File: src/rtl/bp_me_axi_rr_arbiter.sv
`default_nettype none
// ============================================================================
// Module  : bp_me_axi_rr_arbiter
// Brief   : Two-manager to one-subordinate AXI4 arbiter, independent
//           round-robin write (AW/W/B) and read (AR/R) paths, one outstanding
//           transaction per direction.
// Revision: 1.0
// ============================================================================
module bp_me_axi_rr_arbiter #(
  parameter int axi_addr_width_p = 64,
  parameter int axi_data_width_p = 64,
  parameter int axi_id_width_p   = 1,
  localparam int axi_strb_width_lp = axi_data_width_p / 8
) (
  input  logic                            clk_i,
  input  logic                            reset_n_i,

  // manager side, entry k = manager k
  input  logic [2*axi_addr_width_p-1:0]   s_axi_awaddr_i,
  input  logic [2*axi_id_width_p-1:0]     s_axi_awid_i,
  input  logic [15:0]                     s_axi_awlen_i,
  input  logic [5:0]                      s_axi_awsize_i,
  input  logic [3:0]                      s_axi_awburst_i,
  input  logic [1:0]                      s_axi_awvalid_i,
  output logic [1:0]                      s_axi_awready_o,

  input  logic [2*axi_data_width_p-1:0]   s_axi_wdata_i,
  input  logic [2*axi_strb_width_lp-1:0]  s_axi_wstrb_i,
  input  logic [1:0]                      s_axi_wlast_i,
  input  logic [1:0]                      s_axi_wvalid_i,
  output logic [1:0]                      s_axi_wready_o,

  output logic [2*axi_id_width_p-1:0]     s_axi_bid_o,
  output logic [3:0]                      s_axi_bresp_o,
  output logic [1:0]                      s_axi_bvalid_o,
  input  logic [1:0]                      s_axi_bready_i,

  input  logic [2*axi_addr_width_p-1:0]   s_axi_araddr_i,
  input  logic [2*axi_id_width_p-1:0]     s_axi_arid_i,
  input  logic [15:0]                     s_axi_arlen_i,
  input  logic [5:0]                      s_axi_arsize_i,
  input  logic [3:0]                      s_axi_arburst_i,
  input  logic [1:0]                      s_axi_arvalid_i,
  output logic [1:0]                      s_axi_arready_o,

  output logic [2*axi_data_width_p-1:0]   s_axi_rdata_o,
  output logic [2*axi_id_width_p-1:0]     s_axi_rid_o,
  output logic [1:0]                      s_axi_rlast_o,
  output logic [3:0]                      s_axi_rresp_o,
  output logic [1:0]                      s_axi_rvalid_o,
  input  logic [1:0]                      s_axi_rready_i,

  // subordinate side
  output logic [axi_addr_width_p-1:0]     m_axi_awaddr_o,
  output logic [axi_id_width_p-1:0]       m_axi_awid_o,
  output logic [7:0]                      m_axi_awlen_o,
  output logic [2:0]                      m_axi_awsize_o,
  output logic [1:0]                      m_axi_awburst_o,
  output logic                            m_axi_awvalid_o,
  input  logic                            m_axi_awready_i,

  output logic [axi_data_width_p-1:0]     m_axi_wdata_o,
  output logic [axi_strb_width_lp-1:0]    m_axi_wstrb_o,
  output logic                            m_axi_wlast_o,
  output logic                            m_axi_wvalid_o,
  input  logic                            m_axi_wready_i,

  input  logic [axi_id_width_p-1:0]       m_axi_bid_i,
  input  logic [1:0]                      m_axi_bresp_i,
  input  logic                            m_axi_bvalid_i,
  output logic                            m_axi_bready_o,

  output logic [axi_addr_width_p-1:0]     m_axi_araddr_o,
  output logic [axi_id_width_p-1:0]       m_axi_arid_o,
  output logic [7:0]                      m_axi_arlen_o,
  output logic [2:0]                      m_axi_arsize_o,
  output logic [1:0]                      m_axi_arburst_o,
  output logic                            m_axi_arvalid_o,
  input  logic                            m_axi_arready_i,

  input  logic [axi_data_width_p-1:0]     m_axi_rdata_i,
  input  logic [axi_id_width_p-1:0]       m_axi_rid_i,
  input  logic                            m_axi_rlast_i,
  input  logic [1:0]                      m_axi_rresp_i,
  input  logic                            m_axi_rvalid_i,
  output logic                            m_axi_rready_o
);

  localparam int A = axi_addr_width_p;
  localparam int D = axi_data_width_p;
  localparam int I = axi_id_width_p;
  localparam int S = axi_strb_width_lp;

  localparam logic [1:0] W_IDLE = 2'd0;
  localparam logic [1:0] W_AW   = 2'd1;
  localparam logic [1:0] W_W    = 2'd2;
  localparam logic [1:0] W_B    = 2'd3;

  localparam logic [1:0] R_IDLE = 2'd0;
  localparam logic [1:0] R_AR   = 2'd1;
  localparam logic [1:0] R_R    = 2'd2;

  logic [1:0] wstate_q, wstate_d;
  logic       wg_q, wg_d;
  logic       wptr_q, wptr_d;
  logic [1:0] rstate_q, rstate_d;
  logic       rg_q, rg_d;
  logic       rptr_q, rptr_d;

  logic aw_hs, w_hs, b_hs, ar_hs, r_hs;
  logic in_aw, in_w, in_b, in_ar, in_r;

  // ptr names the manager that wins a tie; it moves to the other manager
  // only once a transaction fully completes.
  function automatic logic rr_pick(input logic [1:0] req, input logic ptr);
    return (req == 2'b11) ? ptr : req[1];
  endfunction

  assign in_aw = (wstate_q == W_AW);
  assign in_w  = (wstate_q == W_W);
  assign in_b  = (wstate_q == W_B);
  assign in_ar = (rstate_q == R_AR);
  assign in_r  = (rstate_q == R_R);

  // Write path, subordinate side
  assign m_axi_awvalid_o = in_aw && s_axi_awvalid_i[wg_q];
  assign m_axi_awaddr_o  = in_aw ? (wg_q ? s_axi_awaddr_i[A +: A] : s_axi_awaddr_i[0 +: A]) : '0;
  assign m_axi_awid_o    = in_aw ? (wg_q ? s_axi_awid_i[I +: I]   : s_axi_awid_i[0 +: I])   : '0;
  assign m_axi_awlen_o   = in_aw ? (wg_q ? s_axi_awlen_i[15:8]    : s_axi_awlen_i[7:0])     : '0;
  assign m_axi_awsize_o  = in_aw ? (wg_q ? s_axi_awsize_i[5:3]    : s_axi_awsize_i[2:0])    : '0;
  assign m_axi_awburst_o = in_aw ? (wg_q ? s_axi_awburst_i[3:2]   : s_axi_awburst_i[1:0])   : '0;

  assign m_axi_wvalid_o  = in_w && s_axi_wvalid_i[wg_q];
  assign m_axi_wdata_o   = in_w ? (wg_q ? s_axi_wdata_i[D +: D] : s_axi_wdata_i[0 +: D]) : '0;
  assign m_axi_wstrb_o   = in_w ? (wg_q ? s_axi_wstrb_i[S +: S] : s_axi_wstrb_i[0 +: S]) : '0;
  assign m_axi_wlast_o   = in_w && s_axi_wlast_i[wg_q];

  assign m_axi_bready_o  = in_b && s_axi_bready_i[wg_q];

  assign aw_hs = m_axi_awvalid_o && m_axi_awready_i;
  assign w_hs  = m_axi_wvalid_o && m_axi_wready_i;
  assign b_hs  = m_axi_bvalid_i && m_axi_bready_o;

  // Read path, subordinate side
  assign m_axi_arvalid_o = in_ar && s_axi_arvalid_i[rg_q];
  assign m_axi_araddr_o  = in_ar ? (rg_q ? s_axi_araddr_i[A +: A] : s_axi_araddr_i[0 +: A]) : '0;
  assign m_axi_arid_o    = in_ar ? (rg_q ? s_axi_arid_i[I +: I]   : s_axi_arid_i[0 +: I])   : '0;
  assign m_axi_arlen_o   = in_ar ? (rg_q ? s_axi_arlen_i[15:8]    : s_axi_arlen_i[7:0])     : '0;
  assign m_axi_arsize_o  = in_ar ? (rg_q ? s_axi_arsize_i[5:3]    : s_axi_arsize_i[2:0])    : '0;
  assign m_axi_arburst_o = in_ar ? (rg_q ? s_axi_arburst_i[3:2]   : s_axi_arburst_i[1:0])   : '0;

  assign m_axi_rready_o  = in_r && s_axi_rready_i[rg_q];

  assign ar_hs = m_axi_arvalid_o && m_axi_arready_i;
  assign r_hs  = m_axi_rvalid_i && m_axi_rready_o;

  // Manager side: only the granted manager of each direction sees traffic
  for (genvar k = 0; k < 2; k++) begin : g_mgr
    logic wsel, rsel;
    assign wsel = (wg_q == 1'(k));
    assign rsel = (rg_q == 1'(k));

    assign s_axi_awready_o[k]      = in_aw && wsel && m_axi_awready_i;
    assign s_axi_wready_o[k]       = in_w && wsel && m_axi_wready_i;
    assign s_axi_bvalid_o[k]       = in_b && wsel && m_axi_bvalid_i;
    assign s_axi_bid_o[k*I +: I]   = (in_b && wsel) ? m_axi_bid_i : '0;
    assign s_axi_bresp_o[k*2 +: 2] = (in_b && wsel) ? m_axi_bresp_i : 2'b00;

    assign s_axi_arready_o[k]      = in_ar && rsel && m_axi_arready_i;
    assign s_axi_rvalid_o[k]       = in_r && rsel && m_axi_rvalid_i;
    assign s_axi_rdata_o[k*D +: D] = (in_r && rsel) ? m_axi_rdata_i : '0;
    assign s_axi_rid_o[k*I +: I]   = (in_r && rsel) ? m_axi_rid_i : '0;
    assign s_axi_rlast_o[k]        = in_r && rsel && m_axi_rlast_i;
    assign s_axi_rresp_o[k*2 +: 2] = (in_r && rsel) ? m_axi_rresp_i : 2'b00;
  end

  always_comb begin
    wstate_d = wstate_q;
    wg_d     = wg_q;
    wptr_d   = wptr_q;
    unique case (wstate_q)
      W_IDLE: begin
        if (|s_axi_awvalid_i) begin
          wg_d     = rr_pick(s_axi_awvalid_i, wptr_q);
          wstate_d = W_AW;
        end
      end
      W_AW: if (aw_hs) wstate_d = W_W;
      W_W:  if (w_hs && m_axi_wlast_o) wstate_d = W_B;
      W_B: begin
        if (b_hs) begin
          wstate_d = W_IDLE;
          wptr_d   = ~wg_q;
        end
      end
      default: wstate_d = W_IDLE;
    endcase
  end

  always_comb begin
    rstate_d = rstate_q;
    rg_d     = rg_q;
    rptr_d   = rptr_q;
    unique case (rstate_q)
      R_IDLE: begin
        if (|s_axi_arvalid_i) begin
          rg_d     = rr_pick(s_axi_arvalid_i, rptr_q);
          rstate_d = R_AR;
        end
      end
      R_AR: if (ar_hs) rstate_d = R_R;
      R_R: begin
        if (r_hs && m_axi_rlast_i) begin
          rstate_d = R_IDLE;
          rptr_d   = ~rg_q;
        end
      end
      default: rstate_d = R_IDLE;
    endcase
  end

  always_ff @(posedge clk_i or negedge reset_n_i) begin
    if (!reset_n_i) begin
      wstate_q <= W_IDLE;
      wg_q     <= 1'b0;
      wptr_q   <= 1'b0;
      rstate_q <= R_IDLE;
      rg_q     <= 1'b0;
      rptr_q   <= 1'b0;
    end else begin
      wstate_q <= wstate_d;
      wg_q     <= wg_d;
      wptr_q   <= wptr_d;
      rstate_q <= rstate_d;
      rg_q     <= rg_d;
      rptr_q   <= rptr_d;
    end
  end

`ifndef SYNTHESIS
  // Returned IDs are forwarded untouched; this only flags a subordinate
  // that answers with an ID other than the one it was given.
  logic [I-1:0] awid_q, awid_d, arid_q, arid_d;

  always_comb begin
    awid_d = aw_hs ? m_axi_awid_o : awid_q;
    arid_d = ar_hs ? m_axi_arid_o : arid_q;
  end

  always_ff @(posedge clk_i or negedge reset_n_i) begin
    if (!reset_n_i) begin
      awid_q <= '0;
      arid_q <= '0;
    end else begin
      awid_q <= awid_d;
      arid_q <= arid_d;
    end
  end

  always_ff @(posedge clk_i) begin
    if (reset_n_i && b_hs) begin
      assert (m_axi_bid_i == awid_q) else $error("bid differs from granted awid");
    end
    if (reset_n_i && r_hs) begin
      assert (m_axi_rid_i == arid_q) else $error("rid differs from granted arid");
    end
  end
`endif

endmodule
`default_nettype wire

File: config.mk
export PLATFORM = sky130hd
export DESIGN_NAME = bp_me_axi_rr_arbiter
export DESIGN_NICKNAME = d
export VERILOG_FILES = /design/src/rtl/bp_me_axi_rr_arbiter.sv
export SDC_FILE = /design/constraint.sdc
export NUM_CORES = 1
export LEC_CHECK = 0
export CAP_MARGIN = 30
export CORE_AREA = 2 2 366 368
export DETAILED_ROUTE_END_ITERATION = 10
export DIE_AREA = 0 0 368 370
export HOLD_SLACK_MARGIN = 0.05
export PLACE_DENSITY = 0.3
export REMOVE_ABC_BUFFERS = 1
export SLEW_MARGIN = 25
export SYNTH_ARGS = -nofsm -noshare
export SYNTH_HDL_FRONTEND = slang
export SYNTH_SLANG_ARGS = --single-unit
File: constraint.sdc
create_clock -name clk_i -period 2.3 [get_ports clk_i]
set_input_delay 0.69 -clock clk_i [delete_from_list [all_inputs] [get_ports clk_i]]
set_output_delay 0.69 -clock clk_i [all_outputs]
set_load 0.005 [all_outputs]
# ---- After elaboration in Yosys (flattened, before gate mapping)
# Index checks and enable logic that the tools add are counted.
dict set report totals {
  wordCells 126
  out_inout_bits 386
  reg_bits 8
  in_bits 546
}
dict set report classes {
  n_bitwise 2
  n_reduce_logical 45
  order_cmp 2
  eq_ne 14
  mux 57
}
# operator n
set op_table {}
lappend op_table {{64-bit two-way mux} 8}
lappend op_table {{8-bit two-way mux} 6}
lappend op_table {{1-bit logical AND} 35}
lappend op_table {{2-bit two-way mux} 15}
lappend op_table {{1-bit two-way mux} 22}
lappend op_table {{3-bit two-way mux} 4}
lappend op_table {{2-bit == test, second input constant} 5}
lappend op_table {{2-bit inequality test, second input constant} 5}
lappend op_table {{2-bit case mux with 4 select lines} 1}
lappend op_table {{2-bit AND reduction} 4}
lappend op_table {{2-bit case mux with 3 select lines} 1}
lappend op_table {{2-bit by 1-bit == test with 1-bit output, second input constant} 2}
lappend op_table {{2-bit zero test} 2}
lappend op_table {{1-bit by 2-bit < comparator with 1-bit output, second input constant} 2}
lappend op_table {{2-bit by 1-bit inequality test with 1-bit output, second input constant} 2}
lappend op_table {{4-bit AND reduction} 1}
lappend op_table {{2-bit OR reduction} 2}
lappend op_table {{3-bit AND reduction} 1}
lappend op_table {{1-bit NOT} 2}

# ---- Longest topological paths before layout
dict set report depth {
  ltp_word 7
  ltp_mapped 6
  mapped_depth_nobuf 5
}

# ---- Worst setup path after synthesis
# OpenSTA, ideal clock, no wires.
dict set report synth_path {
  kind {register -> output}
  startpoint {register rg_q (netlist: g_mgr[1].rsel)}
  endpoint {output m_axi_arburst_o[0]}
  slack_ns 0.243
  stages_incl_launch_ff 7
  path_buffers 4
  arrival_ns 1.367
  path_cell_list {dfrtp_1 > buf_2 > nor3b_1 > buf_2 > buf_2 > buf_2 > a22o_1}
}
dict set report synth_between {
  elab_chain_len 2
}
# item line_no
set synth_lines {}
lappend synth_lines {{start: declaration} 107} ;# logic rg_q, rg_d;
lappend synth_lines {{start signal: assignment} 235} ;# rg_q <= rg_d;
lappend synth_lines {{2-bit two-way mux (2 in series)} 150} ;# assign m_axi_arburst_o = in_ar ? (rg_q ? s_axi_arburst_i[3:2] : s_axi_arburst_i[1:0]) : '0;
lappend synth_lines {{end: declaration} 77} ;# output logic [1:0] m_axi_arburst_o,
# Every way passes these cells.

# ---- Final worst setup path
dict set report layout_path {
  startpoint {input s_axi_wdata_i[47]}
  endpoint {output m_axi_wdata_o[47]}
}
dict set report layout_between {
  elab_chain_len 2
}
# item line_no
set layout_lines {}
lappend layout_lines {{start: declaration} 27} ;# input logic [2*axi_data_width_p-1:0] s_axi_wdata_i,
lappend layout_lines {{64-bit two-way mux (2 in series)} 134} ;# assign m_axi_wdata_o = in_w ? (wg_q ? s_axi_wdata_i[D +: D] : s_axi_wdata_i[0 +: D]) : '0;
lappend layout_lines {{end: declaration} 62} ;# output logic [axi_data_width_p-1:0] m_axi_wdata_o,
# Every way passes these cells.

==> metrics.cfg <==
[die]
initial_utilization_pct=3.74
rows=134
core-area_sq_mm=0.132
io_pins=932
die_h_um=370
dieWidth_um=368
dieArea_sq_mm=0.136

[setup_path]
cp-start-kind=primary input
path_cells=clkdlybuf4s50_1, mux2i_2, nor2b_1, clkdlybuf4s50_1
cp.arrival_ns=1.96
slowest_delay_ns=0.45
startpoint=s_axi_wdata_i[47]
worst_r2r_startpoint=g_mgr[1].wsel
cp.required_ns=1.61
worst-setup-path-type=in2out
cp_common_cell=clkdlybuf4s50_1
slowest_stage=clkdlybuf4s50_1
crit_fanout=1
critPathCaptureType=output port

[timing]
hold_ws_ns=0.510
period_needed_ns=2.65
slew_headroom_pct=79.1
worst_pin_slew_ns=0.307
finalSetupViolCount=349
fin_ws_ns=-0.346
finalHoldViolCount=0
period_share_pct=115
maxSlewViolCount=0
fmax_ghz=0.378
skew_ns=0.000338
rsz0062_at_grt=yes

[logic_synthesis]
ys_ff_latch=8
ys_warn_count=0
yosysSeqAreaShare_pct=4.04
synthDistinctLibCells=32
avgSynthCellArea_sq_um=7.54
netlist_instances=658
synth.cell_area_sq_mm=0.00496

[cts]
htreeDepth=1
cts_tree=yes
clkTransAtPathRegs_ns=0.04
root_buffer=clkbuf_16
holdBufCountCts=0
cts_sinks=8
cts_inserted_buffers=3
cts.path.max_buffers=2
clk_latency_ns=0.25

[min_path]
hp-start=rptr_q
hold_class=reg2reg

[power_and_ir_drop]
p_per_area_mw_per_mm2=957
p_leak_nw=10.1
peakVddDrop_mv=0.333

[routing]
dr.first_iter.drc_count=230
ant_nets=0
firstDrtPassIters=4
drt_wl_total_um=78800
drcViolationCount=0
routed_via_density=2.76
wl_per_cell_um=21.8
num_vias=9949

[status]
violations=negative setup slack
outcome=finished with violations

[global_routing]
track_usage_pct=10.0
grt_remaining_overflow=0
antenna_found_initial=29
grt_start_max_net_pins=37
grt_pass1_vias=9963
grt_pass1_wl_um=92400

[finish]
final_cell_mix=clkdlybuf4s50_1 (530), buf_6 (204), nor2b_1 (117), buf_2 (116), buf_4 (107)
design_area_sq_mm=0.0213
fin_nets=2390
nFillCells=15000
mostFrequentLayoutCell=clkdlybuf4s50_1
area_delta_synth_final_pct=329
drive_gt1_share_pct=46.7

[placed_design]
post-place-ws_ns=-0.883
hpwl_um=62500
globalplace.congestion=0.953
io_buffers=931
place_area_sq_mm=0.0174

[job]
maxCapViolCount=0

-- state kept, by name, summed over array words and instances, names as in the netlist --
name        flops
rstate_q        2
wstate_q        2
g_mgr.rsel      1
g_mgr.wsel      1
rptr_q          1
wptr_q          1
-- cells by family (layout without fill, tap and decap cells) --
family,count (synthesis),in the layout,synth area share (%)
muxes,159,159,32.2
buffers and inverters,71,1252,6.43
DFF,8,8,4.04
and+or+nand+nor,326,326,40.7
other,0,2,0
AOI/OAI and AO/OA,90,90,15.6
adders and majority gates,4,4,1.01
-- per-stage QoR --
step | total power [mW] | util, % | cells | setup TNS [ns]
6_report | 20.3 | 16.1 | 3609 | -47.26
5_1_grt | 21.7 | 16.1 | 3607 | -68.45
4_1_cts | 16.5 | 14.0 | 3460 | -100.40
3_5_place_dp | 13.8 | 13.1 | 3391 | -101.17
3_3_place_gp | 13.8 | 13.1 | 3391 | -100.22
2_1_floorplan | 3.87 | - | 590 | -974.57
-- worst paths after layout --
kind                                     endpoint  slack [ns]  depth (start not counted)
worst min-delay path                       rptr_q        0.51                          1
min in group asynchronous           g_mgr[1].wsel        0.75                          2
worst max-delay path            m_axi_wdata_o[47]       -0.35                          4
worst max register to register        wstate_q[1]        0.06                          8
max in group asynchronous           g_mgr[1].rsel        1.37                          2
worst min register to register             rptr_q        0.51                          1
-- report_power, final --
group / switching, mW / internal [mW]
clock: 0.0945 / 0.233
combinational: 7.77 / 11.9
sequential: 0.0942 / 0.226
-- cell usage after synthesis --
cell type	instances	area share [%]
a211oi_2	1	0.25
a21boi_1	1	0.15
a21o_1	1	0.15
a21oi_1	2	0.20
a22o_1	79	14
a311oi_1	1	0.18
a31oi_1	2	0.25
a32o_1	1	0.20
and2_1	145	18
and3_1	7	0.88
and3b_1	1	0.18
buf_2	16	1.6
buf_4	8	1.2
clkbuf_1	42	3.2
clkbuf_2	2	0.20
dfrtp_1	8	4.0
ha_1	4	1.0
inv_1	3	0.23
mux2_1	1	0.23
mux2_2	4	0.91
mux2i_1	154	31
nand2_1	6	0.45
nand2b_1	2	0.25
nand4_1	1	0.13
nand4b_1	1	0.18
nor2_1	5	0.38
nor2_2	2	0.25
nor2b_1	154	19
nor3_1	1	0.10
nor3b_1	1	0.15
o21ai_0	1	0.10
o32a_1	1	0.20
-- cell type report --
| type | count | area [sq um] | share of cell area (%) |
|---|---|---|---|
| Multi-Input combinational cell | 579 | 5610 | 26.4 |
| Clock buffer | 4 | 78.8 | 0.371 |
| Antenna cell | 2 | 5.00 | 0.0235 |
| Timing Repair Buffer | 1245 | 13100 | 61.8 |
| Sequential cell | 8 | 208 | 0.977 |
| Tap cell | 1768 | 2210 | 10.4 |
| Inverter | 3 | 11.3 | 0.0530 |
-- what timing repair did --
action,CTS,global route
hold endpoints to repair,0,0
cloned,20,26
pin swaps,25,95
setup endpoints to repair,386,385
resized for setup,641,1088
setup buffers,49,142
-- critical path: cells and delay by family --
kind | cells | cell delay [ns]
buffers and inverters | 2 | 0.88
muxes | 1 | 0.29
and+or+nand+nor | 1 | 0.09
-- per-layer routing --
layer / up-vias / track usage (%) / wire [um] / part of all wire (%)
li1: 4654 / - / - / -
met1: 4651 / 10.3 / 27300 / 35
met2: 518 / 19.1 / 41600 / 53
met3: 96 / 4.57 / 8180 / 10
met4: 30 / 0.848 / 1580 / 2.0
met5: - / 0 / 207 / 0.26
Note: power is estimated with default switching activity, not from simulation.
